$ cat src/rtl/gpio_cmd_bridge.sv
// PS GPIO word to fabric register-bus bridge: synchronizes the strobe word, issues
// one-cycle write/trigger strobes and returns readback data with an ack toggle.
module gpio_cmd_bridge #(
  parameter int ADDR_W = 16,
  parameter int DATA_W = 8
) (
  input  logic              clk,
  input  logic              rst,
  input  logic [31:0]       gpio_in,
  output logic [31:0]       gpio_out,
  output logic              wr_en,
  output logic [ADDR_W-1:0] wr_addr,
  output logic [DATA_W-1:0] wr_data,
  output logic [ADDR_W-1:0] rd_addr,
  input  logic [DATA_W-1:0] rd_data,
  output logic              run_trig,
  output logic              del_trig,
  output logic              halt,
  output logic              adc_run,
  output logic [15:0]       txn_count
);
  localparam int STB = ADDR_W + DATA_W;
  localparam int SW  = STB + 1;

  typedef enum logic [1:0] {IDLE, WRITE, READ} state_e;

  typedef struct packed {
    logic [DATA_W-1:0] data;
    logic [ADDR_W-1:0] addr;
  } req_t;

  state_e            state_q, state_d;
  logic [SW-1:0]     s1_q, s1_d, s2_q, s2_d;
  logic              s3_q, s3_d;
  logic [1:0]        sync_vld_q, sync_vld_d;
  logic              armed_q, armed_d;
  req_t              req_q, req_d, req_s2;
  logic              wr_en_q, wr_en_d;
  logic              run_q, run_d, del_q, del_d, halt_q, halt_d;
  logic              adc_q, adc_d;
  logic [15:0]       cnt_q, cnt_d;
  logic [DATA_W-1:0] rdbk_q, rdbk_d;
  logic              ack_q, ack_d;
  logic              stb_rise;
  logic              unused_gpio;

  function automatic logic is_ro(input logic [ADDR_W-1:0] a);
    return (a >= ADDR_W'(6)  && a <= ADDR_W'(11)) ||
           (a >= ADDR_W'(18) && a <= ADDR_W'(20));
  endfunction

  assign unused_gpio = ^gpio_in[31:SW];
  assign req_s2      = req_t'(s2_q[STB-1:0]);
  // Only arm once s2 carries real pin data (two cycles after reset) and shows
  // the strobe low, so a strobe held high through reset is never taken as an edge.
  assign stb_rise    = armed_q & s2_q[STB] & ~s3_q;

  always_comb begin
    s1_d       = gpio_in[SW-1:0];
    s2_d       = s1_q;
    s3_d       = s2_q[STB];
    sync_vld_d = {sync_vld_q[0], 1'b1};
    armed_d    = armed_q | (sync_vld_q[1] & ~s2_q[STB]);
    state_d    = state_q;
    req_d      = req_q;
    wr_en_d    = 1'b0;
    run_d      = 1'b0;
    del_d      = 1'b0;
    halt_d     = 1'b0;
    adc_d      = adc_q;
    cnt_d      = cnt_q;
    rdbk_d     = rdbk_q;
    ack_d      = ack_q;
    case (state_q)
      IDLE: if (stb_rise) begin
        state_d = WRITE;
        req_d   = req_s2;
        cnt_d   = cnt_q + 16'd1;
        if (!is_ro(req_s2.addr)) begin
          wr_en_d = 1'b1;
          run_d   = (req_s2.addr == ADDR_W'(0));
          del_d   = (req_s2.addr == ADDR_W'(1));
          halt_d  = (req_s2.addr == ADDR_W'(2));
          if (req_s2.addr == ADDR_W'(5)) adc_d = req_s2.data[0];
        end
      end
      // rd_data is sampled while the write is on the bus, so the register file
      // must present post-write data combinationally.
      WRITE: begin
        state_d = READ;
        rdbk_d  = rd_data;
        ack_d   = ~ack_q;
      end
      READ:    state_d = IDLE;
      default: state_d = IDLE;
    endcase
  end

  always_ff @(posedge clk) begin
    if (rst) begin
      state_q    <= IDLE;
      s1_q       <= '0;
      s2_q       <= '0;
      s3_q       <= 1'b0;
      sync_vld_q <= '0;
      armed_q    <= 1'b0;
      req_q      <= '0;
      wr_en_q    <= 1'b0;
      run_q      <= 1'b0;
      del_q      <= 1'b0;
      halt_q     <= 1'b0;
      adc_q      <= 1'b0;
      cnt_q      <= '0;
      rdbk_q     <= '0;
      ack_q      <= 1'b0;
    end else begin
      state_q    <= state_d;
      s1_q       <= s1_d;
      s2_q       <= s2_d;
      s3_q       <= s3_d;
      sync_vld_q <= sync_vld_d;
      armed_q    <= armed_d;
      req_q      <= req_d;
      wr_en_q    <= wr_en_d;
      run_q      <= run_d;
      del_q      <= del_d;
      halt_q     <= halt_d;
      adc_q      <= adc_d;
      cnt_q      <= cnt_d;
      rdbk_q     <= rdbk_d;
      ack_q      <= ack_d;
    end
  end

  assign gpio_out  = {{(31-DATA_W){1'b0}}, ack_q, rdbk_q};
  assign wr_en     = wr_en_q;
  assign wr_addr   = req_q.addr;
  assign wr_data   = req_q.data;
  assign rd_addr   = req_q.addr;
  assign run_trig  = run_q;
  assign del_trig  = del_q;
  assign halt      = halt_q;
  assign adc_run   = adc_q;
  assign txn_count = cnt_q;
endmodule

$ cat config.mk
export PLATFORM = sky130hd
export DESIGN_NAME = gpio_cmd_bridge
export DESIGN_NICKNAME = d
export VERILOG_FILES = /design/src/rtl/gpio_cmd_bridge.sv
export SDC_FILE = /design/constraint.sdc
export NUM_CORES = 1
export LEC_CHECK = 0
export ABC_AREA = 1
export BUFFER_PORTS_ARGS = -buffer_cell sky130_fd_sc_hd__buf_2
export CORE_ASPECT_RATIO = 1.1
export CORE_MARGIN = 3
export CORE_UTILIZATION = 47
export CTS_BUF_LIST = sky130_fd_sc_hd__clkbuf_2 sky130_fd_sc_hd__clkbuf_4 sky130_fd_sc_hd__clkbuf_8
export CTS_CLUSTER_DIAMETER = 200
export DETAILED_ROUTE_END_ITERATION = 8
export PLACE_DENSITY_LB_ADDON = 0.08
export SYNTH_ARGS = -nofsm -noshare
export SYNTH_HDL_FRONTEND = slang
export SYNTH_SLANG_ARGS = --single-unit
$ cat constraint.sdc
create_clock -name clk -period 1.3 [get_ports clk]
set_input_delay 0.13 -clock clk [delete_from_list [all_inputs] [get_ports clk]]
set_output_delay 0.13 -clock clk [all_outputs]
set_load 0.02 [all_outputs]
==> results.py, run 1 <==
metrics = {
    "grt": {
        "grt_pass1_wl_um": 13500,
        "overflow": 0,
        "antenna_found_initial": 0,
        "grtUsageTotal": 0.169,
        "grt_pass1_vias": 3084,
        "grt_max_degree": 46,
    },
    "yosys": {
        "synth-seq-cells": 110,
        "ys_seq_area_frac": 0.526,
        "syn_area_sq_um": 4190,
        "synth_largest_area_cell": "dfxtp_1",
        "synth_top_area_share": 0.526,
        "yosys-top-cells-area": "dfxtp_1 53%, nor2_1 11%, inv_1 8.0%, buf_4 7.4%, o21ai_0 4.8%",
        "ys_warn_count": 0,
        "syn_inst": 538,
        "synth.distinct_cells": 28,
        "avgSynthCellArea_sq_um": 7.78,
    },
    "clock_network": {
        "cts_tree": "done",
        "cts_buffer_depth": 2,
        "htreeDepth": 3,
        "clk_latency_ns": 0.36,
        "clkTransAtPathRegs_ns": 0.10,
        "cts_made_buffers": 9,
        "cts.sinks": 110,
        "cts_root_buffer": "clkbuf_8",
    },
    "placement": {
        "place_inst": 733,
        "post-place-ws_ns": -0.00127,
        "port-buffer-count": 104,
        "gp_congestion": 0.818,
        "hpwl_um": 5640,
        "placed_area_sq_um": 4690,
    },
    "detailed_routing": {
        "drtPass1Iterations": 4,
        "viasPerCell": 4.32,
        "post_drt_wl_per_cell_um": 10.4,
        "postRouteWirelength_um": 8150,
        "drc": 0,
        "drt-initial-drc-count": 98,
        "via_count": 3390,
        "antenna_left": 0,
    },
    "pwr": {
        "p_leak_uw": 0.00272,
        "powerDensity_nw_per_um2": 1100,
        "ir_drop_mv": 0.530,
    },
    "floorplan": {
        "start_util": 0.490,
        "ios": 135,
        "die_w_um": 96.0,
        "die_height_um": 105,
        "core_sq_um": 8540,
        "die-area_sq_um": 10100,
        "rows": 35,
    },
    "sta": {
        "finalCritPeriodShare": 0.979,
        "setup_ws_ns": 0.0276,
        "clock_skew_ns": 0.00808,
        "drv_slew": 0,
        "finalSetupViolCount": 0,
        "hold_viol_final": 0,
        "fmax_ghz": 0.786,
        "finalCriticalPeriod_ns": 1.27,
        "rsz0062_at_grt": "yes",
        "setup_tns_ns": 0,
    },
    "run_status": {
        "status": "finished clean",
    },
    "setup_path": {
        "arrival_ns": 1.57,
        "critPathMaxStageDelay_ns": 0.34,
        "startpoint": "s2_q[9]$_SDFF_PP0_",
        "worstReg2RegStart": "s2_q[9]$_SDFF_PP0_",
        "critical_path_class": "reg2reg",
        "required_ns": 1.60,
        "crit_path_end": "halt$_SDFF_PP0_",
        "critPathMaxFanout": 3,
        "path_cells": "inv_2 -> nand2_2 -> nor2_4 -> nand2_1 -> nor2_2 -> nand2_2 -> nor2_1 -> nand3_1 -> nor2_1",
        "r2r_setup_slack_ns": 0.03,
        "cp-end-kind": "flip-flop",
        "start_kind": "flip-flop",
        "rr_endpoint": "halt$_SDFF_PP0_",
        "crit_slowest_cell": "dfxtp_2",
        "rr_worst_depth": 9,
    },
    "cells_and_area": {
        "num-nets-final": 712,
        "layout_commonest_cell": "nor2_1",
        "layout_common_cells": "119 x nor2_1, 104 x buf_2, 97 x dfxtp_1, 82 x inv_1, 45 x nand2_1",
        "final_util": 0.622,
        "area_growth_pct": 26.9,
        "drive_gt1_frac": 0.279,
        "stdcell_count": 785,
        "diodes": 0,
        "fin_area_sq_um": 5310,
    },
    "min_path": {
        "min-delay-start": "rst",
        "hp-class": "in2reg",
        "holdPathStages": 2,
    },
    "job": {
        "drv_cap": 0,
    },
}
## cell families (layout without fill, tap and decap cells)
logic type	count (synthesis)	after routing	share of synthesized area
buf+inv	151	265	0.178
xor+xnor	1	1	0.00209
flops	110	110	0.526
fa+ha+maj	1	1	0.00299
simple gates	203	203	0.204
other cells	1	23	0.000896
compound gates	71	71	0.0861
## worst min-delay path by stage
stage | endpoint | slack, ns
6_report | s2_q[2]$_SDFF_PP0_ | 0.12
5_1_grt | s2_q[2]$_SDFF_PP0_ | 0.11
4_1_cts | s2_q[4]$_SDFF_PP0_ | 0.10
3_5_place_dp | s1_q[10]$_SDFF_PP0_ | 0.33
3_3_place_gp | s1_q[22]$_SDFF_PP0_ | 0.33
2_1_floorplan | s1_q[0]$_SDFF_PP0_ | 0.24
## cells in the mapped netlist
cell and n:
nor3b_2 1, xnor2_1 1, nor2_2 2, o21ai_0 40, nor3_4 1, nor2_4 2, nand2_4 1, a21oi_1 25
and2_1 1, o21ai_1 4, nand2_2 2, buf_6 2, dfxtp_1 110, o21bai_1 1, inv_1 89, nand4_1 6
inv_2 3, nor2_1 122, clkbuf_1 10, nor3_1 3, nand3_2 1, buf_2 6, nand3_1 9, o21a_1 1
buf_4 41, nand2_1 52, conb_1 1, ha_1 1
## layout make-up
type                    count  area [sq um]
well taps                 111           139
inverters                  92           345
fillers                   841          3230
clock buffers               9           124
repair buffers            157          1030
multi-input cells         299          1390
clock inverters             7          58.8
flip-flops and latches    110          2220
## registers in the layout, summed over array words and instances (netlist names)
signal,count
run_trig,1
s2_q,25
s1_q,25
txn_count,16
state_q,2
sync_vld_q,2
armed_q,1
rd_addr,16
s3_q,1
rdbk_q,8
wr_data,8
del_trig,1
adc_run,1
ack_q,1
halt,1
wr_en,1
## critical path: cells and delay by family (launching register included)
kind | cells | cell delay, ns
buffers and inverters | 1 | 0.05
and+or+nand+nor | 8 | 0.81
DFF | 1 | 0.34
## per-layer routing
layer / share of wire / GRT usage
met5: 0 / 0
met4: 0.017 / 0.0640
met3: 0.044 / 0.0389
met2: 0.50 / 0.282
met1: 0.44 / 0.207
## stage by stage
| stage | hold slack [ns] | total power [uW] |
|---|---|---|
| 6_report | 0.118 | 5860 |
| 5_1_grt | 0.108 | 6160 |
| 4_1_cts | 0.101 | 5920 |
| 3_5_place_dp | 0.335 | 3980 |
| 3_3_place_gp | 0.330 | 3970 |
| 2_1_floorplan | 0.237 | 3910 |
## timing repair
action                                  in CTS  in global routing
cloned                                       0                  0
endpoints found under the setup margin       3                 38
endpoints found under the hold margin       33                  0
buffers inserted                             1                  2
gates resized for setup                      4                 32
hold buffers                                33                  0
pin swaps                                    1                 10
## where the power goes
| part | switching (uW) | internal (uW) | total [uW] |
|---|---|---|---|
| clock network | 1140 | 724 | 1870 |
| logic | 280 | 206 | 487 |
| registers | 40.4 | 3460 | 3500 |
(Power assumes the default switching activity.)
==> inputs of run 2 (changes only) <==
--- a/config.mk
+++ b/config.mk
@@ -11,7 +11,7 @@
 export CORE_MARGIN = 3
 export CORE_UTILIZATION = 47
 export CTS_BUF_LIST = sky130_fd_sc_hd__clkbuf_2 sky130_fd_sc_hd__clkbuf_4 sky130_fd_sc_hd__clkbuf_8
-export CTS_CLUSTER_DIAMETER = 200
+export CTS_CLUSTER_DIAMETER = 100
 export DETAILED_ROUTE_END_ITERATION = 8
 export PLACE_DENSITY_LB_ADDON = 0.08
 export SYNTH_ARGS = -nofsm -noshare
==> constraint.sdc (replaced) <==
create_clock -name clk -period 1.3 [get_ports clk]
set_input_delay 0.39 -clock clk [delete_from_list [all_inputs] [get_ports clk]]
set_output_delay 0.39 -clock clk [all_outputs]
set_load 0.02 [all_outputs]
==> run 2 against run 1 <==
Sequential share of layout area up 0.94 points. The run now ends with setup timing left. Setup slack got worse by 0.075 ns. Largest power group unchanged. Largest cell class unchanged. Via count down 1.2%. Design area is 0.12% higher. Power increased by 1.3%. Clock skew is 0.0051 ns higher.
==> results.py, run 2 (same netlist as run 1, synthesis figures left out) <==
metrics = {
    "cells_and_area": {
        "diodes": 0,
        "drive_gt1_frac": 0.358,
        "fin_area_sq_um": 5320,
        "area_growth_pct": 27.0,
        "num-nets-final": 690,
        "top_regs": "s1_q: 25 flops, s2_q: 25 flops",
        "layout_commonest_cell": "nor2_1",
        "fillers": 803,
        "ff_latch_area_sq_um": 2280,
        "multi_input_area_sq_um": 1410,
        "layout_common_cells": "118 x nor2_1, 81 x inv_1, 69 x dfxtp_1, 68 x buf_4, 52 x buf_2",
    },
    "detailed_routing": {
        "via_count": 3349,
        "drc": 0,
        "drt-initial-drc-count": 116,
        "drtPass1Iterations": 4,
        "antenna_left": 0,
        "postRouteWirelength_um": 8220,
        "post_drt_wl_per_cell_um": 10.8,
        "viasPerCell": 4.40,
    },
    "floorplan": {
        "core_sq_um": 8540,
        "ios": 135,
        "die_w_um": 96.0,
        "die_height_um": 105,
        "start_util": 0.490,
        "die-area_sq_um": 10100,
        "rows": 35,
    },
    "placement": {
        "gp_congestion": 0.865,
        "placed_area_sq_um": 4710,
        "hpwl_um": 5810,
        "port-buffer-count": 104,
        "post-place-ws_ns": -0.0154,
    },
    "grt": {
        "overflow": 0,
        "grt_max_degree": 49,
        "antenna_found_initial": 0,
        "grtUsageTotal": 0.164,
        "grt_pass1_wl_um": 13200,
        "grt_pass1_vias": 2988,
    },
    "sta": {
        "setup_ws_ns": -0.0476,
        "rsz0062_at_grt": "yes",
        "finalCritPeriodShare": 1.04,
        "drv_slew": 0,
        "clock_skew_ns": 0.0132,
        "setup_tns_ns": -0.0904,
        "hold_viol_final": 0,
        "finalSetupViolCount": 2,
        "fmax_ghz": 0.742,
        "finalCriticalPeriod_ns": 1.35,
        "whs_ns": 0.222,
    },
    "setup_path": {
        "arrival_ns": 0.96,
        "critPathMaxFanout": 3,
        "critical_path_class": "reg2out",
        "cp-end-kind": "output port",
        "start_kind": "flip-flop",
        "required_ns": 0.91,
    },
    "pwr": {
        "share_seq_of_total_power": 0.589,
        "p_int_uw": 4510,
        "switchingPower_uw": 1430,
        "p_leak_uw": 0.00267,
        "clockPowerShare": 0.340,
        "ir_drop_mv": 0.610,
        "powerDensity_nw_per_um2": 1120,
        "p_sw_frac": 0.241,
        "combPwrFrac": 0.072,
    },
    "clock_network": {
        "cts.sinks": 110,
        "cts_root_buffer": "clkbuf_8",
        "cts_tree": "done",
        "cts_buffer_depth": 2,
        "htreeDepth": 3,
        "clk_latency_ns": 0.36,
        "clkTransAtPathRegs_ns": 0.10,
        "cts_made_buffers": 9,
    },
    "job": {
        "drv_cap": 0,
    },
    "min_path": {
        "hp-class": "in2reg",
    },
    "run_status": {
        "status": "complete, but fails checks",
        "violations": "setup timing",
    },
}
-- run 2: area by class of cell --
type,count,share of cell area
clock buffer,9,0.0233
clock inverter,6,0.0129
inverter,92,0.0650
multi-input combinational,299,0.265
sequential,110,0.428
tap,111,0.0261
timing repair buffer,135,0.180
-- run 2: worst paths after layout --
path                                                   end                       from  cells after the start  slack [ns]
worst max register to register  txn_count[10]$_SDFFE_PP0P_  txn_count[0]$_SDFFE_PP0P_                     10        0.01
worst max-delay path                          txn_count[0]  txn_count[0]$_SDFFE_PP0P_                      2       -0.05
worst min-delay path                   s1_q[21]$_SDFF_PP0_                gpio_in[21]                      3        0.22
worst min register to register          s2_q[7]$_SDFF_PP0_         s1_q[7]$_SDFF_PP0_                      2        0.40
-- run 2: stage by stage --
step,cells,total power [uW],util
finish,762,5930,0.623
global route,762,6210,0.623
CTS,753,5990,0.594
detailed placement,735,3980,0.551
global placement,735,3970,0.551
floorplan,560,3910,-
-- run 2: critical path, cell delays in order, from the launching register on --
cell     delay, ns
dfxtp_4       0.37
buf_6         0.12
buf_6         0.12
-- run 2: power groups by stage --
stage          Clock, uW  Combinational [uW]  Sequential (uW)
2_1_floorplan          0                 313             3600
3_3_place_gp           0                 394             3580
3_5_place_dp           0                 398             3580
4_1_cts             2080                 409             3490
5_1_grt             2230                 479             3510
6_report            2010                 426             3490
-- run 2: routing by layer --
layer  vias up  GRT usage  routed length (um)
met4         0     0.0711                 173
met5         -          0                   0
met1      1481      0.203                3630
met2        82      0.275                4030
met3        16     0.0302                 391
li1       1770          -                   -
-- run 2: timing repair --
action | 4_1_cts | 5_1_grt
endpoints found under the hold margin | 0 | 0
setup endpoints to repair | 41 | 81
pin swaps | 2 | 20
setup buffers | 4 | 9
gates resized for setup | 68 | 76
hold buffers | 0 | 0
==> inputs of run 3 (changes only) <==
--- a/config.mk
+++ b/config.mk
@@ -9,7 +9,7 @@
 export BUFFER_PORTS_ARGS = -buffer_cell sky130_fd_sc_hd__buf_2
 export CORE_ASPECT_RATIO = 1.1
 export CORE_MARGIN = 3
-export CORE_UTILIZATION = 47
+export CORE_UTILIZATION = 31
 export CTS_BUF_LIST = sky130_fd_sc_hd__clkbuf_2 sky130_fd_sc_hd__clkbuf_4 sky130_fd_sc_hd__clkbuf_8
 export CTS_CLUSTER_DIAMETER = 100
 export DETAILED_ROUTE_END_ITERATION = 8
==> run 3 against run 2 <==
The run still ends with setup timing left. Count of clock-buffer cells in the layout increased by 1. Combinational power increased by 6.8%. Hold slack got worse by 0.014 ns. First-iteration DRC count grew 13%. Critical path type unchanged. Critical endpoint is now txn_count[1]. Largest power group unchanged. Highest routed layer unchanged.
==> results.py, run 3 (same netlist as run 1, synthesis figures left out) <==
metrics = {
    "grt": {
        "grt_pass1_wl_um": 14500,
        "grt_max_degree": 49,
        "grtUsageTotal": 0.123,
        "antenna_found_initial": 0,
        "overflow": 0,
        "grt_pass1_vias": 3110,
    },
    "setup_path": {
        "required_ns": 0.91,
        "critical_path_class": "reg2out",
        "cp-end-kind": "output port",
        "critPathMaxFanout": 3,
        "start_kind": "flip-flop",
        "arrival_ns": 0.97,
    },
    "cells_and_area": {
        "final_util": 0.436,
        "area_growth_pct": 34.6,
        "diodes": 0,
        "stdcell_count": 821,
        "layout_commonest_cell": "nor2_1",
        "multi_input_area_sq_um": 1420,
        "top_regs": "s1_q: 25 flops, s2_q: 25 flops",
        "fin_area_sq_um": 5630,
        "fillers": 1356,
        "layout_common_cells": "116 x nor2_1, 81 x inv_1, 71 x buf_4, 61 x dfxtp_1, 42 x nand2_1",
        "num-nets-final": 702,
        "ff_latch_area_sq_um": 2300,
        "drive_gt1_frac": 0.386,
    },
    "placement": {
        "gp_congestion": 0.771,
        "place_inst": 785,
        "post-place-ws_ns": -0.113,
        "placed_area_sq_um": 4810,
        "port-buffer-count": 104,
        "hpwl_um": 6640,
    },
    "detailed_routing": {
        "postRouteWirelength_um": 9270,
        "drtPass1Iterations": 4,
        "via_count": 3395,
        "viasPerCell": 4.14,
        "post_drt_wl_per_cell_um": 11.3,
        "antenna_left": 0,
        "drt-initial-drc-count": 131,
        "drc": 0,
    },
    "clock_network": {
        "cts_made_buffers": 9,
        "htreeDepth": 3,
        "cts_root_buffer": "clkbuf_8",
        "cts.sinks": 110,
        "cts_buffer_depth": 2,
        "cts_tree": "done",
        "postCtsHoldBufs": 0,
        "clkTransAtPathRegs_ns": 0.11,
        "clk_latency_ns": 0.37,
    },
    "sta": {
        "finalCritPeriodShare": 1.05,
        "drv_slew": 0,
        "clock_skew_ns": 0.0145,
        "setup_tns_ns": -0.209,
        "rsz0062_at_grt": "yes",
        "finalSetupViolCount": 7,
        "fmax_ghz": 0.734,
        "finalCriticalPeriod_ns": 1.36,
        "hold_viol_final": 0,
        "setup_ws_ns": -0.0620,
    },
    "run_status": {
        "violations": "setup timing",
        "status": "complete, but fails checks",
    },
    "floorplan": {
        "start_util": 0.324,
        "die_height_um": 128,
        "ios": 135,
        "die-area_sq_um": 14900,
        "core_sq_um": 12900,
        "die_w_um": 117,
        "rows": 43,
    },
    "min_path": {
        "hp-class": "in2reg",
    },
    "job": {
        "drv_cap": 0,
    },
    "pwr": {
        "p_leak_uw": 0.00275,
        "powerDensity_nw_per_um2": 1070,
        "ir_drop_mv": 0.497,
    },
}
[run 3: cell types whose count changed in the layout (fill, tap and decap cells not counted), moves of 2 or more]
cell     change
buf_6       +22
buf_2       -13
dfxtp_1      -8
dfxtp_4      +7
buf_4        +3
nor2_1       -2
nor2_4       +2
[run 3: critical path, cell delays in order, from the launching register on]
cell	delay, ns
dfxtp_4	0.37
buf_6	0.12
buf_6	0.12
[run 3: what timing repair did]
action	in CTS	in global routing
pin swaps	2	15
setup endpoints to repair	94	80
buffers inserted	12	8
gates resized for setup	100	95
[run 3: routing by layer]
layer	wire, um	share of wire	track usage	vias to the layer above
met1	4060	0.44	0.145	1510
met4	211	0.023	0.0621	0
met3	414	0.045	0.0208	13
met2	4580	0.49	0.211	79
li1	-	-	-	1793
met5	0	0	0	-
[run 3: cell type report]
cell class                 instances  share of cell area
multi-input combinational        299               0.252
inverter                          92              0.0613
timing repair buffer             147               0.206
tap                              157              0.0349
clock buffer                      10              0.0244
clock inverter                     6              0.0120
sequential                       110               0.409
[run 3: where the power goes]
group | switching, uW | internal, uW | total, uW
logic | 279 | 176 | 455
registers | 43.2 | 3440 | 3480
clock network | 1160 | 955 | 2120
total | 1490 | 4570 | 6060
[run 3: final timing paths]
kind | from | endpoint | slack (ns) | cells after the start
max | txn_count[1]$_SDFFE_PP0P_ | txn_count[1] | -0.06 | 2
min | gpio_in[22] | s1_q[22]$_SDFF_PP0_ | 0.21 | 3
max reg2reg | txn_count[1]$_SDFFE_PP0P_ | txn_count[10]$_SDFFE_PP0P_ | -0.01 | 10
min reg2reg | s1_q[15]$_SDFF_PP0_ | s2_q[15]$_SDFF_PP0_ | 0.40 | 2
[run 3: through the flow]
stage               power, uW  hold WS [ns]
finish                   6060         0.208
detailed placement       4000         0.394
global placement         3990         0.392
global route             6310         0.197
CTS                      6150         0.193
floorplan                3910         0.388
